[config.mk]
export PLATFORM = sky130hd
export DESIGN_NAME = multibyte_add_ctrl
export DESIGN_NICKNAME = d
export VERILOG_FILES = /design/src/rtl/multibyte_add_ctrl.sv
export SDC_FILE = /design/constraint.sdc
export NUM_CORES = 1
export LEC_CHECK = 0
export CORE_ASPECT_RATIO = 0.9
export CORE_MARGIN = 5
export CORE_UTILIZATION = 54
export CTS_BUF_LIST = sky130_fd_sc_hd__clkbuf_8
export DETAILED_ROUTE_END_ITERATION = 6
export PLACE_DENSITY = 0.88
export SKIP_CTS_REPAIR_TIMING = 1
export SYNTH_ARGS = -nofsm -noshare
export SYNTH_HDL_FRONTEND = slang
export SYNTH_SLANG_ARGS = --single-unit
[constraint.sdc]
create_clock -name clock -period 7.3 [get_ports clock]
set_clock_uncertainty 0.05 [all_clocks]
set_input_delay 1.825 -clock clock [delete_from_list [all_inputs] [get_ports clock]]
set_output_delay 1.825 -clock clock [all_outputs]
set_load 0.01 [all_outputs]
[src/rtl/multibyte_add_ctrl.sv]
// multibyte_add_ctrl: wide add/subtract built by time-sharing one external
// 8-bit adder slice, one byte per clock, least-significant byte first.
//
// Handshake: a request is accepted on a rising edge where start=1 and busy=0
// (IDLE or DONE). The operation then runs for NBYTES cycles with busy=1.
// done=1 for exactly one cycle, and result/cout/overflow are valid in that
// cycle. start while busy=1 is ignored.
module multibyte_add_ctrl #(
  parameter int NBYTES = 4
) (
  input  logic                clock,
  input  logic                reset,
  input  logic                start,
  input  logic [8*NBYTES-1:0] op_a,
  input  logic [8*NBYTES-1:0] op_b,
  input  logic                cin,
  input  logic                sub,
  output logic                busy,
  output logic                done,
  output logic [8*NBYTES-1:0] result,
  output logic                cout,
  output logic                overflow,
  output logic [7:0]          add_a,
  output logic [7:0]          add_b,
  output logic                add_ci,
  input  logic [7:0]          add_sum,
  input  logic                add_co
);

  localparam int IW = (NBYTES > 1) ? $clog2(NBYTES) : 1;

  typedef enum logic [1:0] {
    IDLE = 2'd0,
    RUN  = 2'd1,
    DONE = 2'd2
  } state_t;

  // state is kept as a plainly named signal so checkers can bind to it
  state_t state, state_nxt;

  logic [NBYTES-1:0][7:0] a_q;     // latched op_a
  logic [NBYTES-1:0][7:0] b_q;     // latched op_b, pre-inverted for subtract
  logic [NBYTES-1:0][7:0] res_q;   // result, filled byte by byte
  logic                   carry_q; // carry chained between bytes
  logic [IW-1:0]          idx_q;   // byte currently on the adder slice
  logic                   cout_q;
  logic                   ovf_q;

  logic accept;
  logic last;

  assign accept = start && (state != RUN);
  assign last   = (idx_q == IW'(NBYTES - 1));

  // State register
  always_ff @(posedge clock or posedge reset) begin
    if (reset) state <= IDLE;
    else       state <= state_nxt;
  end

  // Next-state logic: DONE lasts one cycle unless a new request chains in
  always_comb begin
    state_nxt = state;
    case (state)
      IDLE:    if (accept) state_nxt = RUN;
      RUN:     if (last)   state_nxt = DONE;
      DONE:    state_nxt = accept ? RUN : IDLE;
      default: state_nxt = IDLE;
    endcase
  end

  // Operand capture on accept, then byte-serial accumulation of the result
  always_ff @(posedge clock or posedge reset) begin
    if (reset) begin
      a_q     <= '0;
      b_q     <= '0;
      res_q   <= '0;
      carry_q <= 1'b0;
      idx_q   <= '0;
      cout_q  <= 1'b0;
      ovf_q   <= 1'b0;
    end else if (accept) begin
      a_q     <= op_a;
      b_q     <= sub ? ~op_b : op_b;
      carry_q <= sub ? 1'b1 : cin;
      idx_q   <= '0;
    end else if (state == RUN) begin
      res_q[idx_q] <= add_sum;
      carry_q      <= add_co;
      if (last) begin
        idx_q  <= '0;
        cout_q <= add_co;
        // signed overflow: operands agree in sign, result sign differs
        ovf_q  <= (a_q[NBYTES-1][7] == b_q[NBYTES-1][7]) &&
                  (add_sum[7] != a_q[NBYTES-1][7]);
      end else begin
        idx_q <= idx_q + IW'(1);
      end
    end
  end

  // Adder slice inputs are owned only while running; otherwise held at 0
  always_comb begin
    add_a  = 8'h00;
    add_b  = 8'h00;
    add_ci = 1'b0;
    if (state == RUN) begin
      add_a  = a_q[idx_q];
      add_b  = b_q[idx_q];
      add_ci = carry_q;
    end
  end

  assign busy     = (state == RUN);
  assign done     = (state == DONE);
  assign result   = res_q;
  assign cout     = cout_q;
  assign overflow = ovf_q;

endmodule

==> Yosys cells after proc, flatten, opt, wreduce, memory -nomap -nowiden <==
Cells that the tools add are included.
{ "word_totals": {"reg_bits": 103, "out_inout_bits": 53} }
{ "classes": {"n_addsub": 1, "magnitude_cmp": 2, "n_eq_ne": 8, "n_mux": 21, "bitwise": 2, "n_reduce_logical": 8} }
{ "ops": {"columns": ["op", "count"], "rows": [
  ["2-to-1 mux 8 bit", 5],
  ["binary-select mux 8 bit (select 2 bit)", 2],
  ["bitwise mux 32 bit", 1],
  ["2-to-1 mux 32 bit", 1],
  ["NOT 32 bit", 1],
  ["demux 8 bit (select 2 bit)", 1],
  ["2-to-1 mux 2 bit", 5],
  ["case mux 2 bit (3 select lines)", 1],
  ["2-to-1 mux 1 bit", 5],
  ["== test 2 bit, second input constant", 2],
  ["!= test 2 x 1 -> 1 bit, second input constant", 2],
  ["AND reduction 2 bit", 2],
  ["logical AND 1 bit", 3],
  ["less-than comparator 2 x 3 -> 1 bit, second input constant", 1],
  ["AND reduction 3 bit", 1],
  ["adder 2 x 1 -> 2 bit, second input constant", 1],
  ["== test 2 x 1 -> 1 bit, second input constant", 1],
  ["greater-or-equal comparator 2 x 1 -> 1 bit, second input constant", 1],
  ["zero test 2 bit", 1],
  ["!= test 2 bit, second input constant", 1],
  ["nonzero test 2 bit", 1],
  ["== test 1 bit", 1],
  ["!= test 1 bit", 1],
  ["NOT 1 bit", 1]
]} }

==> Longest topological paths before layout <==
Gate-level depths: netlist of the first run.
{ "depth": {"word_depth": 5, "ltp_mapped": 6, "mapped_depth_nobuf": 4} }

==> Worst setup path after synthesis of the first run <==
OpenSTA, ideal clock, no wires.
{ "synth_path": {"path_kind": "reg-to-output", "start": "register idx_q[0]", "end": "output port add_b[4]", "t_arrival_ps": 1319, "required_time_ps": 5425, "slack_ps": 4106, "path_stages_with_launch": 5, "path_buffers": 2, "cell_sequence": "dfrtp_1 -> buf_6 -> buf_8 -> mux4_2 -> and2_1"} }
{ "synth_via": {"elab_chain_len": 3} }
{ "synth_rtl": {"columns": ["item", "line_no", "source"], "rows": [
  ["start: declaration", "45", "logic [IW-1:0] idx_q;"],
  ["start signal: assignment", "97", "idx_q <= idx_q + IW'(1);"],
  ["binary-select mux 8 bit (select 2 bit)", "109", "add_b = b_q[idx_q];"],
  ["2-to-1 mux 8 bit (not written as such)", "109", null],
  ["2-to-1 mux 8 bit", "107", "if (state == RUN) begin"],
  ["end: declaration", "24", "output logic [7:0] add_b,"]
]} }
Every way passes these cells. The select of a mux whose other input is x is not followed.

==> Worst setup path in the final report of the first run <==
{ "layout_path": {"start": "register idx_q[0]", "end": "output port add_b[2]"} }
Same word-level chain as after synthesis.

==> impl_metrics.tcl, run 1 <==
set metrics [dict create \
    die_h_um 99.2 \
    slew_viol_final 0 \
    worst_hold_slack_ns 0.438 \
    cp-start-kind "register" \
    ys_seq_elements 103 \
    ys_seq_area_frac 0.540 \
    clkLatencyLatePin_ns 0.35 \
    place_area_sq_mm 0.00610 \
    min_period_over_period 0.624 \
    ioPinCount 131 \
    cp_max_fo 21 \
    leakagePower_uw 0.00257 \
    vias 3253 \
    power_density_mw_per_mm2 417 \
    finalHoldViolCount 0 \
    max_freq_mhz 220 \
    synthToLayoutAreaGrowth_pct 32.4 \
    finalSetupTns_ns 0 \
    gp_congestion 0.769 \
    max_slew_margin 0.342 \
    die_w_um 109 \
    cp_slowest_cell "dfrtp_1" \
    vias_per_cell 5.46 \
    syn_area_per_cell_sq_um 13.5 \
    power_uw 2640 \
    setup_viol 0 \
    root_buffer "clkbuf_8" \
    yosys_warnings 0 \
    antenna_found_initial 0 \
    netlist_area_sq_mm 0.00477 \
    start_util 0.555 \
    ant_nets 0 \
    slowest_delay_ns 1.00 \
    dp_hpwl_um 7450 \
    grt_pass1_wl_um 17200 \
    grt_overflow 0 \
    cts.path.max_buffers 2 \
    die_area_sq_mm 0.0108 \
    synthDistinctLibCells 30 \
    synth_nets 435 \
    end_kind "output port" \
    drt_pass1_iterations 4 \
    critPathBufInv 1 \
    critPathKind "reg -> out" \
    routed_wl_um 10400 \
    grt_usage 0.200 \
    required_ns 5.43 \
    postLayoutCellArea_sq_mm 0.00632 \
    cts_tree "built" \
    portBuffers 130 \
    avgRoutedWirePerCell_um 17.5 \
    numClockSinks 103 \
    n_antenna_cell 0 \
    crit_family "flip-flops" \
    syn-instance-count 353 \
    cp.arrival_ns 2.68 \
    n_fill_cell 597 \
    grt_pass1_vias 3494 \
    row_count 32 \
    cts_buffers 9 \
    status "finished clean" \
    drcViolationCount 0 \
    hold_path_class "reg -> reg" \
    fin_crit_ns 4.56 \
    r2r_slack_ns 4.90 \
    cap_violations 0 \
    grt_start_max_net_pins 68 \
    drt_iter0_markers 144 \
    tightest_slew_ns 0.988 \
    ir_drop_mv 0.210 \
    rsz0062_at_grt "false" \
    htree_levels 3 \
    path_cells "mux4_1 > and2_1 > clkdlybuf4s50_1" \
    finalNetCount 554 \
    clk_pin_slew_ns 0.10 \
    design.core.area_sq_mm 0.00861 \
    drive_above_1_share 0.182 \
]
## layout make-up
cell class                      instances  area [sq um]  area share
Clock buffer                            9           124      0.0196
Clock inverter                          7           103      0.0162
Inverter                                6          25.0     0.00396
Multi-Input combinational cell        220          2030       0.322
Sequential cell                       103          2580       0.408
Tap cell                              119           149      0.0235
Timing Repair Buffer                  132          1310       0.207
## worst paths after layout
path / from / end / cells after the start
max in group asynchronous: reset / state[1] / 3
min reg2reg: overflow / overflow / 2
max reg2reg: idx_q[0] / result[28] / 3
min in group asynchronous: reset / result[27] / 2
min: overflow / overflow / 2
max: idx_q[0] / add_b[2] / 3
## synth_stat cells
cell	n	area share
dfrtp_1	103	0.54
o21ai_0	64	0.067
mux2_2	59	0.14
xnor2_1	32	0.059
and2_1	17	0.022
mux4_1	13	0.072
buf_2	10	0.010
clkbuf_1	8	0.0063
mux2_1	6	0.014
inv_1	5	0.0039
nand2_1	5	0.0039
ha_1	4	0.010
buf_4	3	0.0047
mux4_2	3	0.014
a21oi_1	2	0.0021
buf_6	2	0.0047
nand2_4	2	0.0047
o21ai_1	2	0.0021
o31ai_1	2	0.0031
and3b_1	1	0.0018
buf_8	1	0.0031
inv_2	1	0.00079
nand2b_2	1	0.0018
nand3_1	1	0.0010
nand3b_1	1	0.0016
nor2_1	1	0.00079
nor2_2	1	0.0013
nor2b_1	1	0.0013
o21a_1	1	0.0016
o22ai_1	1	0.0013
## where the power goes
group | internal [uW] | total (uW) | switching [uW] | leakage [uW]
logic | 731 | 1200 | 466 | 0.00123
registers | 856 | 1040 | 186 | 0.00123
clock network | 197 | 398 | 201 | 0.000110
## kinds of logic (layout without fill, tap and decap cells)
kind of cell               after synthesis  in the layout  share of synthesized area
DFF                                    103            103                      0.540
muxes                                   81             81                      0.239
AOI/OAI and AO/OA                       72             72                     0.0773
xor gates and xnor gates                32             32                     0.0587
and+or+nand+nor                         31             31                     0.0406
buffers and inverters                   30            154                     0.0341
adders and majority gates                4              4                     0.0105
## cells in the final DEF (no fill, tap or decap), drive strengths merged
cell type and instances:
and3b 1, clkbuf 9, clkdlybuf4s50 129, a21oi 2, buf 3, inv 8, nand3b 1, nand3 1
o21a 1, dfrtp 103, nor2b 1, mux2 65, bufinv 2, clkinvlp 1, clkinv 2, mux4 16
and2 17, nor2 2, o31ai 2, o22ai 1, ha 4, nand2 7, nand2b 1, o21ai 66
xnor2 32
## stage by stage
step	utilization	setup WS (ns)	std cells
after floorplan	-	2.72	353
after global placement	0.708	3.14	580
after detailed placement	0.708	3.11	580
after CTS	0.735	2.69	596
after global routing	0.735	2.61	596
final	0.735	2.74	596
## routing by layer
layer | track usage | share of wire | vias to the layer above
met3 | 0.0370 | 0.068 | 12
met5 | 0 | 0 | -
met4 | 0.0631 | 0.015 | 0
li1 | - | - | 1494
met2 | 0.339 | 0.49 | 114
met1 | 0.262 | 0.42 | 1633
## sequential cells by signal, indices dropped and copies added, names as in the netlist
name,flops
cout,1
result,32
carry_q,1
state,2
idx_q,2
overflow,1
a_q,32
b_q,32
## tightest hold or removal path: cells and delay by family, from the launching register on
kind	cells	cell delay, ns
flip-flops	1	0.35
AND/OR/NAND/NOR	1	0.05
AO/OA/AOI/OAI	1	0.06
Power figures use the tool's default switching activity.
==> inputs of run 2 (changes only) <==
- CORE_UTILIZATION: 54 -> 45
- PLACE_DENSITY: 0.88 -> 0.78
- clock period: 7.3 -> 4 ns (I/O delays scaled with it)
==> run 2 against run 1 <==
Register-to-register slack worse by 3.2 ns. Critical path depth grew 1. Clock-buffer cell count increased by 1. Design area increased by 0.47%. Worst hold slack worse by 0.00084 ns. Clock power is 57% higher. Die area is 18% higher. Final cell count is 2.3% higher. Sequential share of layout area is 0.19 points lower. Critical path type unchanged. Largest power group unchanged.
==> impl_metrics.tcl, run 2 (same netlist as run 1, synthesis figures left out) <==
set metrics [dict create \
    gp_congestion 0.759 \
    dp_hpwl_um 8020 \
    dp.cells 594 \
    drcViolationCount 0 \
    row_count 35 \
    drt_iter0_markers 130 \
    die_w_um 119 \
    place_area_sq_mm 0.00616 \
    leakagePower_uw 0.00259 \
    grt_pass1_vias 3457 \
    cts_tree "built" \
    n_antenna_cell 0 \
    power_density_mw_per_mm2 751 \
    grt_pass1_wl_um 18200 \
    grt_overflow 0 \
    grt_start_max_net_pins 62 \
    path_cells "buf_12 > mux4_1 > and2_1 > clkdlybuf4s50_1" \
    setup_viol 0 \
    min_path_cells 1 \
    die_h_um 108 \
    routed_wl_um 11100 \
    synthToLayoutAreaGrowth_pct 33.1 \
    antenna_found_initial 0 \
    avgRoutedWirePerCell_um 18.2 \
    vias 3239 \
    min_period_over_period 0.867 \
    critPathKind "reg -> out" \
    grt_usage 0.177 \
    required_ns 2.95 \
    tightest_slew_ns 0.916 \
    hold_path_class "reg -> reg" \
    finalSetupTns_ns 0 \
    drive_above_1_share 0.189 \
    vias_per_cell 5.31 \
    postLayoutCellArea_sq_mm 0.00635 \
    finalNetCount 558 \
    fin_cells 610 \
    cp_slowest_cell "dfrtp_1" \
    clkLatencyLatePin_ns 0.36 \
    r2r.worst_path.cells 6 \
    max_slew_margin 0.388 \
    slew_viol_final 0 \
    fin_crit_ns 3.47 \
    ir_drop_mv 0.386 \
    die_area_sq_mm 0.0128 \
    finalHoldViolCount 0 \
    design.core.area_sq_mm 0.0103 \
    numClockSinks 103 \
    cp_max_fo 13 \
    clk_pin_slew_ns 0.10 \
    cp.arrival_ns 2.42 \
    rsz0062_at_grt "false" \
    cts.path.max_buffers 2 \
    max_freq_mhz 288 \
    slowest_delay_ns 0.63 \
    drt_pass1_iterations 4 \
    root_buffer "clkbuf_8" \
    portBuffers 130 \
    final_cell_mix "clkdlybuf4s50_1, dfrtp_1, o21ai_0" \
    cts_buffers 9 \
    ant_nets 0 \
    start_util 0.464 \
    status "finished clean" \
    ioPinCount 131 \
    cap_violations 0 \
    end_kind "output port" \
    htree_levels 3 \
    cp-start-kind "register" \
    layout_commonest_cell "clkdlybuf4s50_1" \
]
run 2: changes by cell type in the layout (fill, tap and decap cells not counted), sizes merged:
cell	before	now
buf	3	7
bufinv	2	0
clkbuf	9	10
clkinv	2	3
clkinvlp	1	0
inv	8	9
run 2: path summary, 6_finish.rpt:
check,slack [ns],from,to
worst min-delay path,0.44,a_q[19],a_q[19]
min in group asynchronous,1.08,reset,result[12]
worst min register to register,0.44,a_q[19],a_q[19]
max in group asynchronous,2.09,reset,overflow
worst max-delay path,0.53,idx_q[0],add_a[1]
worst max register to register,1.71,state[1],a_q[15]
run 2: per-stage QoR:
stage / power, uW / setup WS [ns] / util / hold WS, ns
2_1_floorplan: 3170 / 0.246 / - / 0.399
3_3_place_gp: 4100 / 0.929 / 0.599 / 0.412
3_5_place_dp: 4200 / 0.895 / 0.599 / 0.417
4_1_cts: 4840 / 0.479 / 0.617 / 0.440
5_1_grt: 5100 / 0.409 / 0.617 / 0.458
6_report: 4770 / 0.532 / 0.617 / 0.437
run 2: area by class of cell:
cell class                 instances  area, sq um
clock buffer                      10          138
clock inverter                     6         51.3
timing repair buffer             136         1370
fill                             827         3940
sequential                       103         2580
multi-input combinational        220         2030
inverter                           6         25.0
tap                              129          161
run 2: routing by layer:
layer / vias to the layer above / GRT usage / share of wire
li1: 1511 / - / -
met2: 97 / 0.290 / 0.49
met1: 1621 / 0.234 / 0.44
met3: 10 / 0.0468 / 0.054
met4: 0 / 0.0494 / 0.0088
met5: - / 0 / 0
run 2: report_power, final:
group          leakage, uW  internal (uW)  switching (uW)
Combinational      0.00126           1360             910
Clock            0.0000992            254             370
Sequential         0.00123           1560             310
run 2: critical path: cells and delay by family, from the launching register on:
family / cells / cell delay, ns
simple gates: 1 / 0.17
mux: 1 / 0.55
flops: 1 / 0.63
buf+inv: 2 / 0.71
